--- config.mk ---
export PLATFORM = sky130hd
export DESIGN_NAME = xy2_tx_sched
export DESIGN_NICKNAME = d
export VERILOG_FILES = /design/src/rtl/xy2_tx_sched.sv
export SDC_FILE = /design/constraint.sdc
export NUM_CORES = 1
export LEC_CHECK = 0
export CAP_MARGIN = 20
export CORE_UTILIZATION = 35
export CTS_CLUSTER_DIAMETER = 100
export CTS_CLUSTER_SIZE = 20
export DETAILED_ROUTE_END_ITERATION = 10
export PLACE_DENSITY_LB_ADDON = 0.12
export SYNTH_ARGS = -nofsm -noshare
export SYNTH_HDL_FRONTEND = slang
export SYNTH_SLANG_ARGS = --single-unit
--- constraint.sdc ---
create_clock -name clk -period 3.9 [get_ports clk]
set_clock_uncertainty 0.05 [all_clocks]
set_input_delay 0.975 -clock clk [delete_from_list [all_inputs] [get_ports clk]]
set_output_delay 0.975 -clock clk [all_outputs]
set_load 0.02 [all_outputs]
--- src/rtl/xy2_tx_sched.sv ---
`default_nettype none
// ==========================================================================
// xy2_tx_sched : round-robin scheduler sharing one xy2_100 transmitter
//                among up to three scan generators, with watchdog.
// Rev 1.0
// ==========================================================================
module xy2_tx_sched #(
  parameter int NSRC    = 3,
  parameter int TIMEOUT = 4096,
  parameter int TW      = 13
) (
  input  logic               clk,
  input  logic               rst_n,
  input  logic [NSRC-1:0]    src_en,
  input  logic [NSRC-1:0]    src_send,
  input  logic [16*NSRC-1:0] src_x,
  input  logic [16*NSRC-1:0] src_y,
  input  logic               tx_done,
  input  logic               clr_err,
  output logic               tx_send,
  output logic [15:0]        tx_x,
  output logic [15:0]        tx_y,
  output logic [1:0]         grant,
  output logic [NSRC-1:0]    pending,
  output logic [NSRC-1:0]    ovf_err,
  output logic               tmo_err
);

  typedef enum logic [1:0] {
    IDLE      = 2'd0,
    ISSUE     = 2'd1,
    WAIT_DONE = 2'd2
  } state_t;

  localparam logic [1:0]    NO_GRANT = 2'd3;
  localparam logic [TW-1:0] WD_LAST  = TW'(TIMEOUT - 1);
  localparam logic [TW-1:0] WD_MAX   = {TW{1'b1}};

  state_t          state_q, state_d;
  logic [1:0]      grant_q, grant_d;
  logic [1:0]      last_q, last_d;
  logic [15:0]     tx_x_q, tx_x_d;
  logic [15:0]     tx_y_q, tx_y_d;
  logic [TW-1:0]   wdog_q, wdog_d;
  logic            tmo_q, tmo_d;
  logic [NSRC-1:0] pending_q, pending_d;
  logic [NSRC-1:0] ovf_q, ovf_d;
  logic [15:0]     slot_x_q [NSRC];
  logic [15:0]     slot_x_d [NSRC];
  logic [15:0]     slot_y_q [NSRC];
  logic [15:0]     slot_y_d [NSRC];

  logic [NSRC-1:0] req;
  logic [NSRC-1:0] issue_vec;
  logic [1:0]      cand1, cand2, cand3;
  logic [1:0]      sel_idx;
  logic            sel_found;
  logic [TW-1:0]   wdog_inc;

  function automatic logic [1:0] rr_next(input logic [1:0] idx);
    return (idx == 2'd2) ? 2'd0 : idx + 2'd1;
  endfunction

  // A slot being flushed this cycle is not eligible for issue.
  always_comb begin
    req       = pending_q & src_en;
    cand1     = rr_next(last_q);
    cand2     = rr_next(cand1);
    cand3     = rr_next(cand2);
    sel_found = |req;
    if (req[cand1])      sel_idx = cand1;
    else if (req[cand2]) sel_idx = cand2;
    else                 sel_idx = cand3;
  end

  always_comb begin
    state_d   = state_q;
    grant_d   = grant_q;
    last_d    = last_q;
    tx_x_d    = tx_x_q;
    tx_y_d    = tx_y_q;
    wdog_d    = wdog_q;
    tmo_d     = tmo_q & ~clr_err;
    issue_vec = '0;
    wdog_inc  = (wdog_q == WD_MAX) ? wdog_q : wdog_q + TW'(1);
    case (state_q)
      IDLE: begin
        if (sel_found) begin
          tx_x_d             = slot_x_q[sel_idx];
          tx_y_d             = slot_y_q[sel_idx];
          grant_d            = sel_idx;
          last_d             = sel_idx;
          issue_vec[sel_idx] = 1'b1;
          state_d            = ISSUE;
        end
      end
      ISSUE: begin
        wdog_d  = '0;
        state_d = WAIT_DONE;
      end
      WAIT_DONE: begin
        if (tx_done) begin
          grant_d = NO_GRANT;
          state_d = IDLE;
        end else begin
          wdog_d = wdog_inc;
          // Terminal count is judged on the incremented value so the error
          // flag lands TIMEOUT cycles after the start pulse.
          if (wdog_inc == WD_LAST) begin
            tmo_d   = 1'b1;
            grant_d = NO_GRANT;
            state_d = IDLE;
          end
        end
      end
      default: state_d = IDLE;
    endcase
  end

  always_comb begin
    pending_d = pending_q;
    ovf_d     = ovf_q & ~{NSRC{clr_err}};
    slot_x_d  = slot_x_q;
    slot_y_d  = slot_y_q;
    for (int i = 0; i < NSRC; i++) begin
      if (!src_en[i]) begin
        pending_d[i] = 1'b0;
      end else if (src_send[i]) begin
        slot_x_d[i]  = src_x[16*i +: 16];
        slot_y_d[i]  = src_y[16*i +: 16];
        pending_d[i] = 1'b1;
        if (pending_q[i] && !issue_vec[i]) ovf_d[i] = 1'b1;
      end else if (issue_vec[i]) begin
        pending_d[i] = 1'b0;
      end
    end
  end

  always_ff @(posedge clk) begin
    if (!rst_n) begin
      state_q   <= IDLE;
      grant_q   <= NO_GRANT;
      last_q    <= 2'd2;
      tx_x_q    <= '0;
      tx_y_q    <= '0;
      wdog_q    <= '0;
      tmo_q     <= 1'b0;
      pending_q <= '0;
      ovf_q     <= '0;
      for (int i = 0; i < NSRC; i++) begin
        slot_x_q[i] <= '0;
        slot_y_q[i] <= '0;
      end
    end else begin
      state_q   <= state_d;
      grant_q   <= grant_d;
      last_q    <= last_d;
      tx_x_q    <= tx_x_d;
      tx_y_q    <= tx_y_d;
      wdog_q    <= wdog_d;
      tmo_q     <= tmo_d;
      pending_q <= pending_d;
      ovf_q     <= ovf_d;
      slot_x_q  <= slot_x_d;
      slot_y_q  <= slot_y_d;
    end
  end

  assign tx_send = (state_q == ISSUE);
  assign tx_x    = tx_x_q;
  assign tx_y    = tx_y_q;
  assign grant   = grant_q;
  assign pending = pending_q;
  assign ovf_err = ovf_q;
  assign tmo_err = tmo_q;

endmodule
`default_nettype wire

* After elaboration in Yosys (flattened, before gate mapping) *
Cells that the tools add are included.
Widths: inputs -> output; s select.

word-level totals
  output and inout port bits = 42
  flip-flop bits (word level) = 154
  input bits = 106

operators by class
  bitwise operators = 6
  $lt $le $gt $ge = 5
  add/subtract/negate cells = 4
  eq/ne operators = 10
  mux-type cells = 48
  reductions and logical operators = 24

operator list
  kind                   number
  $bmux 16 s2            2
  $mux 16                4
  $mux 13                2
  $pmux 13 s2            1
  $mux 2                 11
  $mux 1                 21
  $reduce_and 2->1       9
  $add 13x1->13 const B  1
  $eq 13x12->1 const B   1
  $eq 13x13->1 const B   1
  $reduce_bool 2->1      5
  $lt 2x3->1 const B     3
  $eq 2x2->1 const B     4
  $add 2x1->2 const B    3
  $and 3x3->3            2
  $mux 3                 2
  $pmux 2 s3             1
  $bmux 1 s2             2
  $logic_and 1x1->1      4
  $ne 2x2->1 const B     2
  $pmux 2 s2             1
  $ge 3x3->1 const B     1
  $logic_not 1->1        3
  $ne 3x3->1 const B     1
  10 further kinds       10

* Logic depth before layout (Yosys ltp) *
  depth after elaboration = 19
  depth in mapped cells = 8

* Least setup slack after synthesis *
OpenSTA, ideal clock, no wires.

  kind = in2reg
  start = input src_en[0]
  end = register tx_x_q[10], in the netlist tx_x[10]
  stages = 8
  setup time = 123 ps
  data arrival time = 2267 ps
  required time = 3727 ps
  path buffers = 2
  path slack = 1460 ps
  path through = a222oi_1 > nor3_2 > nand2_1 > inv_1 > and2_1 > buf_2 > buf_2 > o2bb2ai_1

between the ends
  cells in the longest elaborated chain, start to end = 9
  elaborated cells on any way between the ends = 13
  those cells by class = 9 x mux; 2 x bitwise; 2 x reduce/logical

RTL lines
  what                                         RTL line  text
  start, declared                              14        input logic [NSRC-1:0] src_en,
  $and 3x3->3 (*)                              66        req = pending_q & src_en;
  $bmux 1 s2                                   72        else if (req[cand2]) sel_idx = cand2;
  $mux 1 (implied by the code)                 72
  $mux 2                                       72
  $mux 2                                       71        if (req[cand1]) sel_idx = cand1;
  $not 2->3 (implied by the code)              89        tx_x_d = slot_x_q[sel_idx];
  $bmux 16 s2                                  89
  $mux 16 (implied by the code) (2 in series)  89
  end signal, assigned                         158       tx_x_q <= tx_x_d;
  end, declared                                42        logic [15:0] tx_x_q, tx_x_d;

Every way passes the cells marked *; elsewhere a longest branch is shown, timed or not. The select of a mux whose other input is x is not followed.
A chain may end at the register's enable or synchronous reset.

* Worst setup path in the final report *
  start = register state_q[0]
  end = output tx_send

between the ends
  cells in the longest elaborated chain, start to end = 1

RTL lines
  what                    RTL line  text
  start, declared         39        state_t state_q, state_d;
  start signal, assigned  155       state_q <= state_d;
  $eq 2x1->1              169       assign tx_send = (state_q == ISSUE);
  end, declared           20        output logic tx_send,

No other way between the ends.

==> run_results.csv <==
group,metric,value,unit
hold_path,hold_start,"slot_y_q[15]",
clocking,clk_path_buf_depth,2,
final_layout,post_layout_nonfiller_instances,1115,
job,maxCapViolations,0,
clocking,postCtsSetupRepairBufs,0,
setup_path,crit_start,"state_q[0]",
route,route.detailed.drc,0,
clocking,cts_hold_buffers,0,
synthesis,yosysSeqAreaShare,48.3,%
setup_path,crit_end,"tx_send",
setup_path,cp-start-kind,"flop",
synthesis,synth_cell_types,51,
floorplanning,die_h,137,um
setup_path,r2r-end,"wdog_q[0]",
clocking,cts_root_buf,"clkbuf_16",
clocking,path_clk_slew,0.06,ns
power_and_ir_drop,cellLeakagePower,0.00305,uW
synthesis,yosys.area.top_type_share,48.3,%
clocking,tritoncts,"built",
placed_design,dp_hpwl,12.3,mm
power_and_ir_drop,p_int,2870,uW
synthesis,syn_nets,864,
power_and_ir_drop,p_per_area,446,nW/um^2
power_and_ir_drop,ir_worst_vdd,0.286,mV
setup_path,r2r_slack,1.71,ns
setup_path,arrival,1.97,ns
synthesis,syn_avg_cell_area,8.43,um^2
timing,slew_viol_final,0,
floorplanning,rows,49,
route,vias,5822,
final_layout,areaGrowthSynthToFinish,34.4,%
clocking,numCtsBuffers,17,
setup_path,r2r_cells,6,
global_routing,grt.overflow.total,0,
placed_design,io_buffers,147,
floorplanning,fp.dieW,137,um
synthesis,ys_top_cells_by_area,"dfxtp_1, nand2_1, a21boi_0",
timing,fmax,334,MHz
route,wirelength,18.8,mm
global_routing,grt_first_pass_wirelength,29.7,mm
synthesis,ys_seq_elements,154,
final_layout,antenna_cells,0,
power_and_ir_drop,pwr-share-clk,42.3,%
power_and_ir_drop,p_seq_share,44.7,%
timing,min_period,3.00,ns
timing,finalCritPeriodShare,76.8,%
synthesis,syn_inst,757,
route,first_iter_violations,364,
route,ant_nets,0,
global_routing,grt_pass1_vias,5825,
setup_path,crit_type,"flop to primary output",
floorplanning,dieArea,18800,um^2
route,via_per_inst,5.22,
synthesis,synthArstFlopShare,0,%
floorplanning,coreArea,17900,um^2
global_routing,grt_max_degree,94,
setup_path,critical_path_required,2.87,ns
clocking,clock_sinks,154,
placed_design,gp_congestion,0.825,
final_layout,drive_above_1_share,6.43,%
timing,hold_violations,0,
hold_path,hold_class,"flop to flop",
status,status,"finished clean",
timing,tightest_slew,0.972,ns
clocking,post_cts_resized,0,
timing,setup_viol,0,
timing,setup_tns,0,ns
setup_path,critPathCaptureType,"primary output",
timing,rsz0062_at_grt,"no",
clocking,cts_htree_levels,4,
timing,max_slew_margin,35.0,%
power_and_ir_drop,switching_share,25.0,%
route,wl_per_cell,16.9,um
placed_design,dp.cells,1083,
final_layout,final_nets,980,
power_and_ir_drop,p_switching,957,uW
synthesis,yosysWarnings,0,
setup_path,cp_max_fo,7,
synthesis,ys.flop_type,"dfxtp_1",
route,drtPass1Iterations,5,
clocking,clk_latency,0.41,ns
power_and_ir_drop,pwr-share-comb,13.0,%
global_routing,grt_use_total,20.7,%
synthesis,netlist.top_cell.by_area,"dfxtp_1",
floorplanning,start_util,35.7,%
floorplanning,ioPinCount,148,
setup_path,timing.rr.start,"wdog_q[0]",
synthesis,syn_area,6380,um^2
synthesis,synth_edf_count,0,
global_routing,antenna_found_initial,0,
==> cell usage after synthesis, types with 3 or more instances <==
master	count
a21boi_0	102
inv_1	5
and3_1	6
a22oi_1	15
a32o_1	3
buf_2	4
o2bb2ai_1	17
nand4b_1	3
nor3_1	3
a21oi_1	40
a221oi_1	17
nand3_1	8
o21ai_0	39
clkbuf_1	53
dfxtp_1	154
nor2b_1	5
nor2_1	10
nand3b_1	3
and2_1	7
nand2_1	216
nand2b_1	3
or3_1	4
a31oi_1	5
==> cells in the final DEF, fill, tap and decap left out, types with 2 or more instances in the layout <==
cell,count
a21oi_1,40
or3_1,4
clkbuf_16,17
clkinv_4,2
a31oi_1,5
nand2b_1,3
a32oi_1,2
and2_1,4
clkbuf_1,2
a21boi_0,102
buf_4,11
nand2_1,216
clkdlybuf4s50_1,146
nand4b_1,3
a32o_1,2
mux2i_1,2
a22oi_1,15
nor2_1,10
o21ai_0,39
nor2b_1,5
a221oi_1,17
nor3b_1,2
and3_1,6
nand3b_1,3
dfxtp_1,154
clkbuf_8,2
o2bb2ai_1,17
and2_2,3
nor3_1,3
nand3_1,8
clkinv_2,5
inv_1,5
bufinv_16,2
o21a_1,2
==> critical path, cell delays in order (launching register included) <==
cell and delay, ns:
dfxtp_1 0.45, nand2_1 0.28, inv_1 0.19, clkdlybuf4s50_1 0.64
==> through the flow <==
step	utilization (%)	total power [uW]	hold slack [ns]	instance area, um^2	setup slack [ns]
final	47.9	3830	0.411	8580	0.905
after global routing	47.9	3960	0.429	8580	0.785
after CTS	47.9	3860	0.414	8580	0.864
after detailed placement	44.7	2240	0.398	8000	0.657
after global placement	44.7	2240	0.386	8000	0.760
after floorplan	-	1970	0.382	6380	1.46
==> cells by family (layout without fill, tap and decap cells) <==
logic type | count (synthesis) | after routing | synth area share, %
simple gates | 279 | 279 | 19.1
compound gates | 255 | 255 | 27.9
fa+ha+maj | 1 | 1 | 0.196
xor+xnor | 1 | 1 | 0.137
flops | 154 | 154 | 48.3
mux | 2 | 2 | 0.314
buf+inv | 65 | 194 | 4.02
==> routing by layer <==
layer	GRT usage (%)	wire (um)
met4	5.74	233
met1	25.7	8550
met3	4.19	779
met5	0	0
met2	36.1	9270
==> final cells by class <==
| cell class | count | area (um^2) |
|---|---|---|
| sequential | 154 | 3080 |
| clock buffer | 21 | 460 |
| timing repair buffer | 157 | 1540 |
| tap | 229 | 287 |
| fill | 1735 | 9320 |
| multi-input combinational | 538 | 3070 |
| clock inverter | 11 | 119 |
| inverter | 5 | 18.8 |
==> power by group through the flow <==
stage / clock network, uW / logic, uW / registers [uW]
2_1_floorplan: 0 / 205 / 1770
5_1_grt: 1700 / 545 / 1720
4_1_cts: 1640 / 505 / 1710
3_3_place_gp: 0 / 493 / 1740
6_report: 1620 / 498 / 1710
3_5_place_dp: 0 / 502 / 1740
==> worst min-delay path by stage <==
stage                        end  slack, ns  depth (start not counted)
floorplan                tx_x[0]       0.38                          1
global placement         tx_y[7]       0.39                          1
detailed placement       tx_y[7]       0.40                          1
CTS                      tx_x[2]       0.41                          1
global route             tx_x[0]       0.43                          1
finish              slot_y_q[15]       0.41                          2
==> registers in the layout, indices dropped and copies added, names as in the netlist <==
register  flops
state_q       2
grant         2
tmo_err       1
wdog_q       13
pending       3
last_q        2
tx_y         16
tx_x         16
slot_y_q     48
slot_x_q     48
ovf_err       3
Note: power is estimated with default switching activity, not from simulation.
